===== config.mk =====
export PLATFORM = sky130hd
export DESIGN_NAME = alu_op_sequencer
export DESIGN_NICKNAME = d
export VERILOG_FILES = /design/src/rtl/alu_op_sequencer.sv
export SDC_FILE = /design/constraint.sdc
export NUM_CORES = 1
export LEC_CHECK = 0
export BUFFER_PORTS_ARGS = -buffer_cell sky130_fd_sc_hd__buf_2
export CAP_MARGIN = 20
export CORE_AREA = 2 2 63 65
export CTS_BUF_LIST = sky130_fd_sc_hd__clkbuf_16
export CTS_CLUSTER_DIAMETER = 120
export DETAILED_ROUTE_END_ITERATION = 6
export DIE_AREA = 0 0 65 67
export GPL_TIMING_DRIVEN = 0
export PLACE_DENSITY_LB_ADDON = 0.3
export SLEW_MARGIN = 20
export SYNTH_ARGS = -nofsm -noshare
export SYNTH_HDL_FRONTEND = slang
export SYNTH_SLANG_ARGS = --single-unit

===== constraint.sdc =====
create_clock -name clk -period 4.65 [get_ports clk]
set_input_delay 0.6975 -clock clk [delete_from_list [all_inputs] [get_ports clk]]
set_output_delay 0.6975 -clock clk [all_outputs]
set_load 0.01 [all_outputs]

===== src/rtl/alu_op_sequencer.sv =====
// alu_op_sequencer: debounced-key FSM that loads operands and an opcode into an external ALU,
// runs one execute cycle and holds the captured result.
package alu_op_sequencer_pkg;
    typedef enum logic [2:0] {
        S_A    = 3'd0,
        S_B    = 3'd1,
        S_OP   = 3'd2,
        S_EXEC = 3'd3,
        S_SHOW = 3'd4
    } state_t;
endpackage

module alu_op_sequencer
    import alu_op_sequencer_pkg::*;
#(
    parameter int SYNC_STAGES = 2
) (
    input  logic       clk,
    input  logic       rst_n,
    input  logic [4:0] operand_in,
    input  logic [1:0] op_in,
    input  logic       key_next_n,
    input  logic       key_clear_n,
    output logic [4:0] alu_num1,
    output logic [4:0] alu_num2,
    output logic [1:0] alu_op,
    input  logic [9:0] alu_result,
    output logic [9:0] result,
    output logic [2:0] state,
    output logic       done,
    output logic [7:0] op_count
);
    state_t st;
    logic [SYNC_STAGES-1:0] sync_next, sync_clear;
    logic prev_next, prev_clear, next_ev, clear_ev;

    // A press is the synchronized level falling; holding the key yields a single pulse.
    assign next_ev  = prev_next & ~sync_next[SYNC_STAGES-1];
    assign clear_ev = prev_clear & ~sync_clear[SYNC_STAGES-1];
    assign state    = st;

    always_ff @(posedge clk or negedge rst_n) begin
        if (!rst_n) begin
            sync_next  <= '1;
            sync_clear <= '1;
            prev_next  <= 1'b1;
            prev_clear <= 1'b1;
        end else begin
            sync_next  <= {sync_next[SYNC_STAGES-2:0], key_next_n};
            sync_clear <= {sync_clear[SYNC_STAGES-2:0], key_clear_n};
            prev_next  <= sync_next[SYNC_STAGES-1];
            prev_clear <= sync_clear[SYNC_STAGES-1];
        end
    end

    always_ff @(posedge clk or negedge rst_n) begin
        if (!rst_n) begin
            st       <= S_A;
            alu_num1 <= '0;
            alu_num2 <= '0;
            alu_op   <= '0;
            result   <= '0;
            op_count <= '0;
            done     <= 1'b0;
        end else if (clear_ev) begin
            st       <= S_A;
            alu_num1 <= '0;
            alu_num2 <= '0;
            alu_op   <= '0;
            done     <= 1'b0;
        end else begin
            case (st)
                S_A: if (next_ev) begin
                    alu_num1 <= operand_in;
                    st       <= S_B;
                end
                S_B: if (next_ev) begin
                    alu_num2 <= operand_in;
                    st       <= S_OP;
                end
                S_OP: if (next_ev) begin
                    alu_op <= op_in;
                    st     <= S_EXEC;
                end
                S_EXEC: begin
                    result   <= alu_result;
                    op_count <= op_count + {7'd0, op_count != 8'hFF};
                    done     <= 1'b1;
                    st       <= S_SHOW;
                end
                S_SHOW: if (next_ev) begin
                    done <= 1'b0;
                    st   <= S_A;
                end
                default: begin
                    done <= 1'b0;
                    st   <= S_A;
                end
            endcase
        end
    end
endmodule


Word level (Yosys, flattened, before mapping)
Cells that the tools add are included.
- bits in registers: 40
- input port bits: 21
- output and inout bits: 34
- word-level logic and storage cells: 56
- add/subtract/negate cells: 1
- equal/unequal tests: 10
- multiplexer cells: 17
- bitwise gates (word level): 5
- reduce and logical (&&, ||, !) cells: 12
- operator list (cell ; count):
    5-bit two-way mux ; 5
    3-bit two-way mux ; 5
    3-bit case mux with 5 select lines ; 1
    3-bit inequality test, second input constant ; 4
    2-bit AND reduction ; 5
    8-bit by 1-bit adder with 8-bit output ; 1
    8-bit inequality test, second input constant ; 1
    2-bit nonzero test ; 4
    3-bit by 2-bit equality test with 1-bit output, second input constant ; 2
    2-bit two-way mux ; 3
    4-bit AND reduction ; 1
    3-bit by 1-bit equality test with 1-bit output, second input constant ; 1
    3-bit equality test, second input constant ; 1
    3-bit logical NOT ; 1
    1-bit NOT ; 3
    1-bit case mux with 3 select lines ; 1
    3-bit OR reduction ; 1
    1-bit bitwise AND ; 2
    1-bit two-way mux ; 2
    2-bit by 1-bit inequality test with 1-bit output, second input constant ; 1

Depth between registers and ports, before layout
Gate-level depths: netlist of run 1.
- depth in word-level cells: 5
- mapped depth: 7
- gate-level depth less buffers: 7

Worst setup path before layout of run 1
Ideal clock, no wire load.
- kind: register -> register
- start point: register op_count[3]
- end point: register op_count[1]
- library setup time: 125 ps
- arrival time: 1558 ps
- required time: 4525 ps
- slack: 2967 ps
- stages on the path, launching flop included: 6
- buffers on the path: 0
- clock period less this slack: 1683 ps
- path through: dfrtp_1 > nand4_1 > or2_2 > ha_1 > ha_1 > mux2_2
- longest elaborated chain between the ends: 2
- RTL lines (element ; RTL line ; RTL):
    start, declared ; 31 ; output logic [7:0] op_count
    start signal, assigned ; 87 ; op_count <= op_count + {7'd0, op_count != 8'hFF};
    8-bit inequality test ; 87 ;
    8-bit by 1-bit adder with 8-bit output ; 87 ;
No other way between the ends.
A chain may end at the register's enable or synchronous reset.

Final worst setup path of run 1
Same ends and word-level chain as after synthesis.

==> summary.txt, run 1 <==
Status
  – Status: finished clean

Floorplanning
  – Die Ht: 67 um
  – Core Area: 0.00361 mm2
  – Die area: 0.00436 mm2
  – # IOs: 55
  – Starting Density: 0.476
  – Die width: 65 um
  – # rows: 22

Pwr
  – Total power draw: 1.13 mW
  – Peak supply drop: 0.000294 V
  – Leakage power: 1.11 nW
  – Cell Pwr Density: 510 mW/mm2

CTS
  – H-tree Lvls: 2
  – Clock sink total: 40
  – Clock Root Buffer: clkbuf_16
  – Post-CTS sizing: 0
  – Worst-case clock buffer depth: 2
  – # hold bufs at CTS: 0
  – Cts bufs inserted: 5
  – TritonCTS clock tree: done
  – Post-CTS setup buffer count: 0
  – Reg clk slew, reported paths: 0.06 ns
  – Worst-Skew Late Latency: 0.28 ns

Finish
  – Final #Nets: 226
  – Number of inserted diodes: 0
  – Post-Layout Cell Count: 252
  – Area Overhead vs Synth: 28.7%
  – Share of layout cells above drive strength 1: 0.466
  – Filler instances: 292
  – Finished Core Util: 0.612

Synth
  – Syn Nets: 165
  – Seq/Total Area, Yosys: 0.588
  – Register bit total from synthesis: 40
  – Area share of the largest cell type after synthesis: 0.496
  – Ys flop type: dfrtp_1
  – Cell variety after synth: 33
  – Largest cells by area after synthesis: dfrtp_1, dfstp_2, mux2_2, a21oi_1, nand3_1
  – Asr flop ratio synth: 1.00
  – Synthesized area: 0.00172 mm2
  – Number of synthesized flops with an enable pin: 0
  – Avg Cell Area, Syn: 12.1 um2
  – Synth Warn #: 0
  – Post-Syn Instances: 142
  – Most common cell in the netlist: dfrtp_1
  – Yosys top cell by area: dfrtp_1
  – Commonest cells in the synthesized netlist: dfrtp_1, a21oi_1, mux2_2, nand3_1

Min path
  – Hold Crit Start: sync_next[0]
  – Hold WC Path Type: flop to flop

Worst setup path
  – CP startpoint kind: flop
  – Critical path class: flop to flop
  – Flop2flop setup slack: 2.91 ns
  – Setup crit end: op_count[1]
  – Worst reg2reg path depth: 5
  – CP startpoint: op_count[3]
  – Crit-path max FO: 6
  – Reg2reg end: op_count[1]
  – CP Capture Type: flop
  – Worst EP arrival: 1.90 ns
  – Reg2reg start: op_count[3]
  – Worst path required time: 4.81 ns

Timing
  – Slew @ Worst Pin: 0.861 ns
  – Post-Route Setup TNS: 0 ns
  – Final hold vios: 0
  – Tcrit/Tclk final: 0.374
  – Tmin final: 1.74 ns
  – RSZ-0062 raised after global routing: no
  – Worst hold slack: 0.355 ns
  – Max Fclk: 575 MHz
  – Max Slew Vio Count: 0
  – Setup Viol. Count Final: 0
  – Clock skew: 0.00648 ns
  – Slew HR: 0.426

Placed design
  – Dpl cells: 244
  – HPWL after detailed placement: 2520 um
  – RePlAce Congestion: 0.749
  – I/O Buffers: 54

Global routing
  – Pin count of the biggest net entering global routing: 41
  – Vias in the first global route: 1312
  – Initial antenna violation count: 0
  – GR Util All Layers: 0.169
  – First-pass GRT wire length: 5610 um
  – GR Overflow Total: 0

Routing
  – DR vias/cell: 5.27
  – TritonRoute pass-1 iters: 4
  – WL final: 3420 um
  – Vias: 1328
  – Antenna-violating nets left: 0
  – DR DRC count: 0
  – Drt first-iter violations: 65
  – Mean routed wirelength per cell: 13.6 um

Job
  – Max-Cap Viols: 0
-- registers in the layout (all words and copies together), names as in the netlist --
signal and flops:
result 10, op_count 8, alu_num1 5, alu_num2 5
state 3, alu_op 2, sync_clear 2, sync_next 2
done 1, prev_clear 1, prev_next 1
-- where the power goes --
part	switching (mW)	total [mW]	internal, mW
clock	0.123	0.372	0.249
combinational	0.150	0.289	0.139
sequential	0.0432	0.466	0.423
-- logic make-up (layout without fill, tap and decap cells) --
kind of cell               after synthesis  in the layout  share of synthesized area
and+or+nand+nor                         43             43                      0.158
DFF                                     40             40                      0.588
AOI/OAI and AO/OA                       28             28                     0.0883
muxes                                   13             13                     0.0853
buffers and inverters                   10             72                     0.0357
xor gates and xnor gates                 6              6                     0.0306
adders and majority gates                2              2                     0.0146
-- worst min path at each step --
stage,slack [ns],cells past startpoint,to
final,0.35,0,sync_next[1]
after global routing,0.36,0,sync_next[1]
after CTS,0.36,0,sync_next[1]
after detailed placement,0.35,0,sync_next[1]
after global placement,0.35,0,sync_next[1]
after floorplan,0.35,0,sync_clear[1]
-- placed cells by master (no fill, tap or decap) --
cell type	n
nor4_1	4
clkbuf_16	5
nor3b_2	1
clkbuf_1	1
or3b_1	1
buf_4	1
nand2b_1	1
dfstp_2	6
buf_2	58
buf_6	2
nor2_2	1
o21ai_1	5
mux2_2	13
inv_1	2
a21oi_1	14
bufinv_16	1
nand2_1	2
nand3_1	13
nor3_1	4
clkinv_1	2
a21oi_2	1
nor2b_1	2
or4_1	1
o21ai_0	5
o21a_1	1
nand4_1	3
nand2b_4	1
dfrtp_1	34
or2_2	3
xor2_1	6
or4b_4	1
o31ai_1	2
nor2_1	2
or2b_1	2
ha_1	2
nand3b_2	1
-- worst max-delay path: stages, from the launching register on --
cell and delay (ns):
dfrtp_1 0.44, nand4_1 0.14, or2_2 0.32, ha_1 0.20, ha_1 0.26, mux2_2 0.26
-- cell type report --
class | instances | area, um2 | share of cell area
sequential | 40 | 1010 | 0.457
multi-input combinational | 92 | 646 | 0.292
timing repair buffer | 54 | 270 | 0.122
clock buffer | 5 | 125 | 0.0567
tap | 48 | 60.1 | 0.0272
buffer | 8 | 53.8 | 0.0244
clock inverter | 3 | 37.5 | 0.0170
inverter | 2 | 7.51 | 0.00340
-- layer usage --
metal / GRT usage / up-vias / part of all wire
li1: - / 628 / -
met1: 0.192 / 644 / 0.41
met2: 0.314 / 56 / 0.51
met3: 0.0490 / 0 / 0.078
met4: 0.0319 / 0 / 0
met5: 0 / - / 0
-- metrics by stage --
stage          cell area (um2)  setup WS (ns)
6_report                  2210           2.91
3_5_place_dp              2050           2.94
2_1_floorplan             1720           2.97
3_3_place_gp              2050           2.97
4_1_cts                   2210           2.91
5_1_grt                   2210           2.75
(Power assumes the default switching activity.)
==> run 2: changes to the inputs <==
Settings changed: ABC_AREA set to 1.
Clock period 4.65 ns to 1.7 ns, I/O delays scaled along.
==> summary.txt, run 2 <==
Status
  – Status: finished clean (unchanged)

Floorplanning
  – Die Ht: 67 um (unchanged)
  – Starting Density: 0.480 (was 0.476)
  – # IOs: 55 (unchanged)
  – Core Area: 0.00361 mm2 (unchanged)
  – Die width: 65 um (unchanged)
  – Die area: 0.00436 mm2 (unchanged)
  – # rows: 22 (unchanged)

Worst setup path
  – Crit-path cells: nand2_1, nor2_2, nand2_1, ha_1, ha_2, inv_1, o21ai_0, nand2_1, nand2_1, o21ai_0 (was nand4_1, or2_2, ha_1, ha_1, mux2_2)
  – Worst Path Buf+Inv: 1 (was 0)
  – Crit-path max cell delay: 0.42 ns (was 0.44 ns)
  – Crit-path leading delay family: flip-flops (was simple AND/OR/NAND/NOR gates)
  – CP max-delay cell: dfrtp_1 (unchanged)
  – CP startpoint kind: flop (unchanged)
  – Worst EP arrival: 1.70 ns (was 1.90 ns)
  – CP Capture Type: flop (unchanged)
  – Critical path class: flop to flop (unchanged)
  – Crit-path max FO: 6 (unchanged)
  – Worst path required time: 1.86 ns (was 4.81 ns)
  – Crit-path most repeated cell: nand2_1 (was ha_1)

Synth
  – Avg Cell Area, Syn: 8.25 um2 (was 12.1 um2)
  – Largest cells by area after synthesis: dfrtp_1, nand2_1, dfstp_2, inv_1, nand3_1 (was dfrtp_1, dfstp_2, mux2_2, a21oi_1, nand3_1)
  – Cell variety after synth: 18 (was 33)
  – Register bit total from synthesis: 40 (unchanged)
  – Asr flop ratio synth: 1.00 (unchanged)
  – Synthesized area: 0.00173 mm2 (was 0.00172 mm2)
  – Synth Warn #: 0 (unchanged)
  – Ys flop type: dfrtp_1 (unchanged)
  – Commonest cells in the synthesized netlist: nand2_1, dfrtp_1, inv_1 (was dfrtp_1, a21oi_1, mux2_2, nand3_1)
  – Seq/Total Area, Yosys: 0.582 (was 0.588)
  – Number of synthesized flops with an enable pin: 0 (unchanged)
  – Syn Nets: 233 (was 165)
  – Most common cell in the netlist: nand2_1 (was dfrtp_1)
  – Post-Syn Instances: 210 (was 142)
  – Yosys top cell by area: dfrtp_1 (unchanged)
  – Area share of the largest cell type after synthesis: 0.491 (was 0.496)

CTS
  – Reg clk slew, reported paths: 0.05 ns (was 0.06 ns)
  – H-tree Lvls: 2 (unchanged)
  – Worst-Skew Late Latency: 0.28 ns (about the same)
  – Clock Root Buffer: clkbuf_16 (unchanged)
  – TritonCTS clock tree: done (unchanged)
  – Clock sink total: 40 (unchanged)
  – Worst-case clock buffer depth: 2 (unchanged)
  – Cts bufs inserted: 5 (unchanged)

Global routing
  – GRT met2 Usage: 0.274 (was 0.314)
  – First-pass GRT wire length: 5550 um (was 5610 um)
  – Global Route met3 Usage: 0.0405 (was 0.0490)
  – Initial antenna violation count: 0 (unchanged)
  – GR Overflow Total: 0 (unchanged)
  – Gr busiest metal: met2 (unchanged)
  – Met1 GRT Util: 0.208 (was 0.192)
  – Vias in the first global route: 1306 (was 1312)
  – Pin count of the biggest net entering global routing: 41 (unchanged)
  – GR Util All Layers: 0.169 (about the same)

Timing
  – Slew HR: 0.432 (was 0.426)
  – Max Fclk: 651 MHz (was 575 MHz)
  – Tmin final: 1.54 ns (was 1.74 ns)
  – Tcrit/Tclk final: 0.903 (was 0.374)
  – Setup Viol. Count Final: 0 (unchanged)
  – Post-Route Setup TNS: 0 ns (unchanged)
  – RSZ-0062 raised after global routing: no (unchanged)
  – Clock skew: 0.00232 ns (was 0.00648 ns)
  – Worst hold slack: 0.0741 ns (was 0.355 ns)
  – Max Slew Vio Count: 0 (unchanged)
  – Slew @ Worst Pin: 0.852 ns (was 0.861 ns)
  – Final hold vios: 0 (unchanged)

Routing
  – Vias: 1480 (was 1328)
  – TritonRoute pass-1 iters: 4 (unchanged)
  – WL final: 3310 um (was 3420 um)
  – DR vias/cell: 4.63 (was 5.27)
  – Antenna-violating nets left: 0 (unchanged)
  – DR DRC count: 0 (unchanged)
  – Mean routed wirelength per cell: 10.4 um (was 13.6 um)
  – Drt first-iter violations: 27 (was 65)

Finish
  – Finished Core Util: 0.612 (about the same)
  – Most frequent cells in the layout: nand2_1, buf_2, dfrtp_1, inv_1, nand3_1 (was buf_2, dfrtp_1, a21oi_1, nand3_1, mux2_2)
  – Filler instances: 338 (was 292)
  – Top Registers: result: 10 flops, op_count: 8 flops (unchanged)
  – Leading cell type in the layout, fill and taps excluded: nand2_1 (was buf_2)
  – Max reg flops: 10 (unchanged)
  – Area Overhead vs Synth: 27.4% (was 28.7%)
  – Largest register by flop count: result (unchanged)
  – Final #Nets: 294 (was 226)
  – Number of inserted diodes: 0 (unchanged)
  – Share of layout cells above drive strength 1: 0.276 (was 0.466)

Pwr
  – Peak supply drop: 0.000942 V (was 0.000294 V)
  – Cell Pwr Density: 1280 mW/mm2 (was 510 mW/mm2)
  – Leakage power: 1.26 nW (was 1.11 nW)

Placed design
  – RePlAce Congestion: 0.792 (was 0.749)
  – HPWL after detailed placement: 2380 um (was 2520 um)
  – I/O Buffers: 54 (unchanged)

Min path
  – Hold WC Path Type: input port to flop (was flop to flop)

Job
  – Max-Cap Viols: 0 (unchanged)
-- run 2: kinds of logic (layout without fill, tap and decap cells) --
family,count (synthesis),after routing,synth area share
compound gates,11,11,0.0332
fa+ha+maj,2,2,0.0144
buf+inv,24,86,0.0592
flops,40,40,0.582
simple gates,133,133,0.311
-- run 2: layer usage --
metal	wire length [um]	vias to the layer above
li1	-	773
met4	65	0
met3	235	8
met5	0	-
met2	1500	45
met1	1520	654
-- run 2: power breakdown --
group / internal, mW / switching, mW / total (mW) / leakage (nW)
clock network: 0.527 / 0.332 / 0.859 / 0.0738
logic: 0.274 / 0.386 / 0.660 / 0.690
registers: 1.17 / 0.127 / 1.30 / 0.494
-- run 2: path summary, 6_finish.rpt --
kind	startpoint	end	slack [ns]	depth (start not counted)
min reg2reg	sync_clear[0]	sync_clear[1]	0.35	0
min in group asynchronous	rst_n	alu_op[1]	0.09	1
max	op_count[3]	op_count[4]	0.16	10
max reg2reg	op_count[3]	op_count[4]	0.16	10
max in group asynchronous	rst_n	op_count[2]	1.08	1
min	key_next_n	sync_next[0]	0.07	1
-- run 2: final cells by class --
cell class | count | area [um2] | area share
well taps | 48 | 60.1 | 0.0272
clock inverters | 3 | 11.3 | 0.00510
inverters | 20 | 75.1 | 0.0340
repair buffers | 54 | 270 | 0.123
clock buffers | 5 | 125 | 0.0567
flip-flops and latches | 40 | 1010 | 0.457
multi-input cells | 146 | 628 | 0.285
plain buffers | 4 | 27.5 | 0.0125
-- run 2: stage by stage --
step | power (mW) | worst slack (ns) | cell area (um2) | cells
2_1_floorplan | 1.67 | 0.186 | 1730 | 210
3_3_place_gp | 1.95 | 0.136 | 2060 | 312
3_5_place_dp | 1.98 | 0.119 | 2060 | 312
4_1_cts | 2.85 | 0.0965 | 2200 | 320
5_1_grt | 3.01 | 0.0113 | 2210 | 320
6_report | 2.82 | 0.164 | 2210 | 320
-- run 2: what timing repair did --
action,CTS,global route
setup buffers,0,0
gates resized for setup,0,3
hold buffers,0,0
setup endpoints to repair,0,2
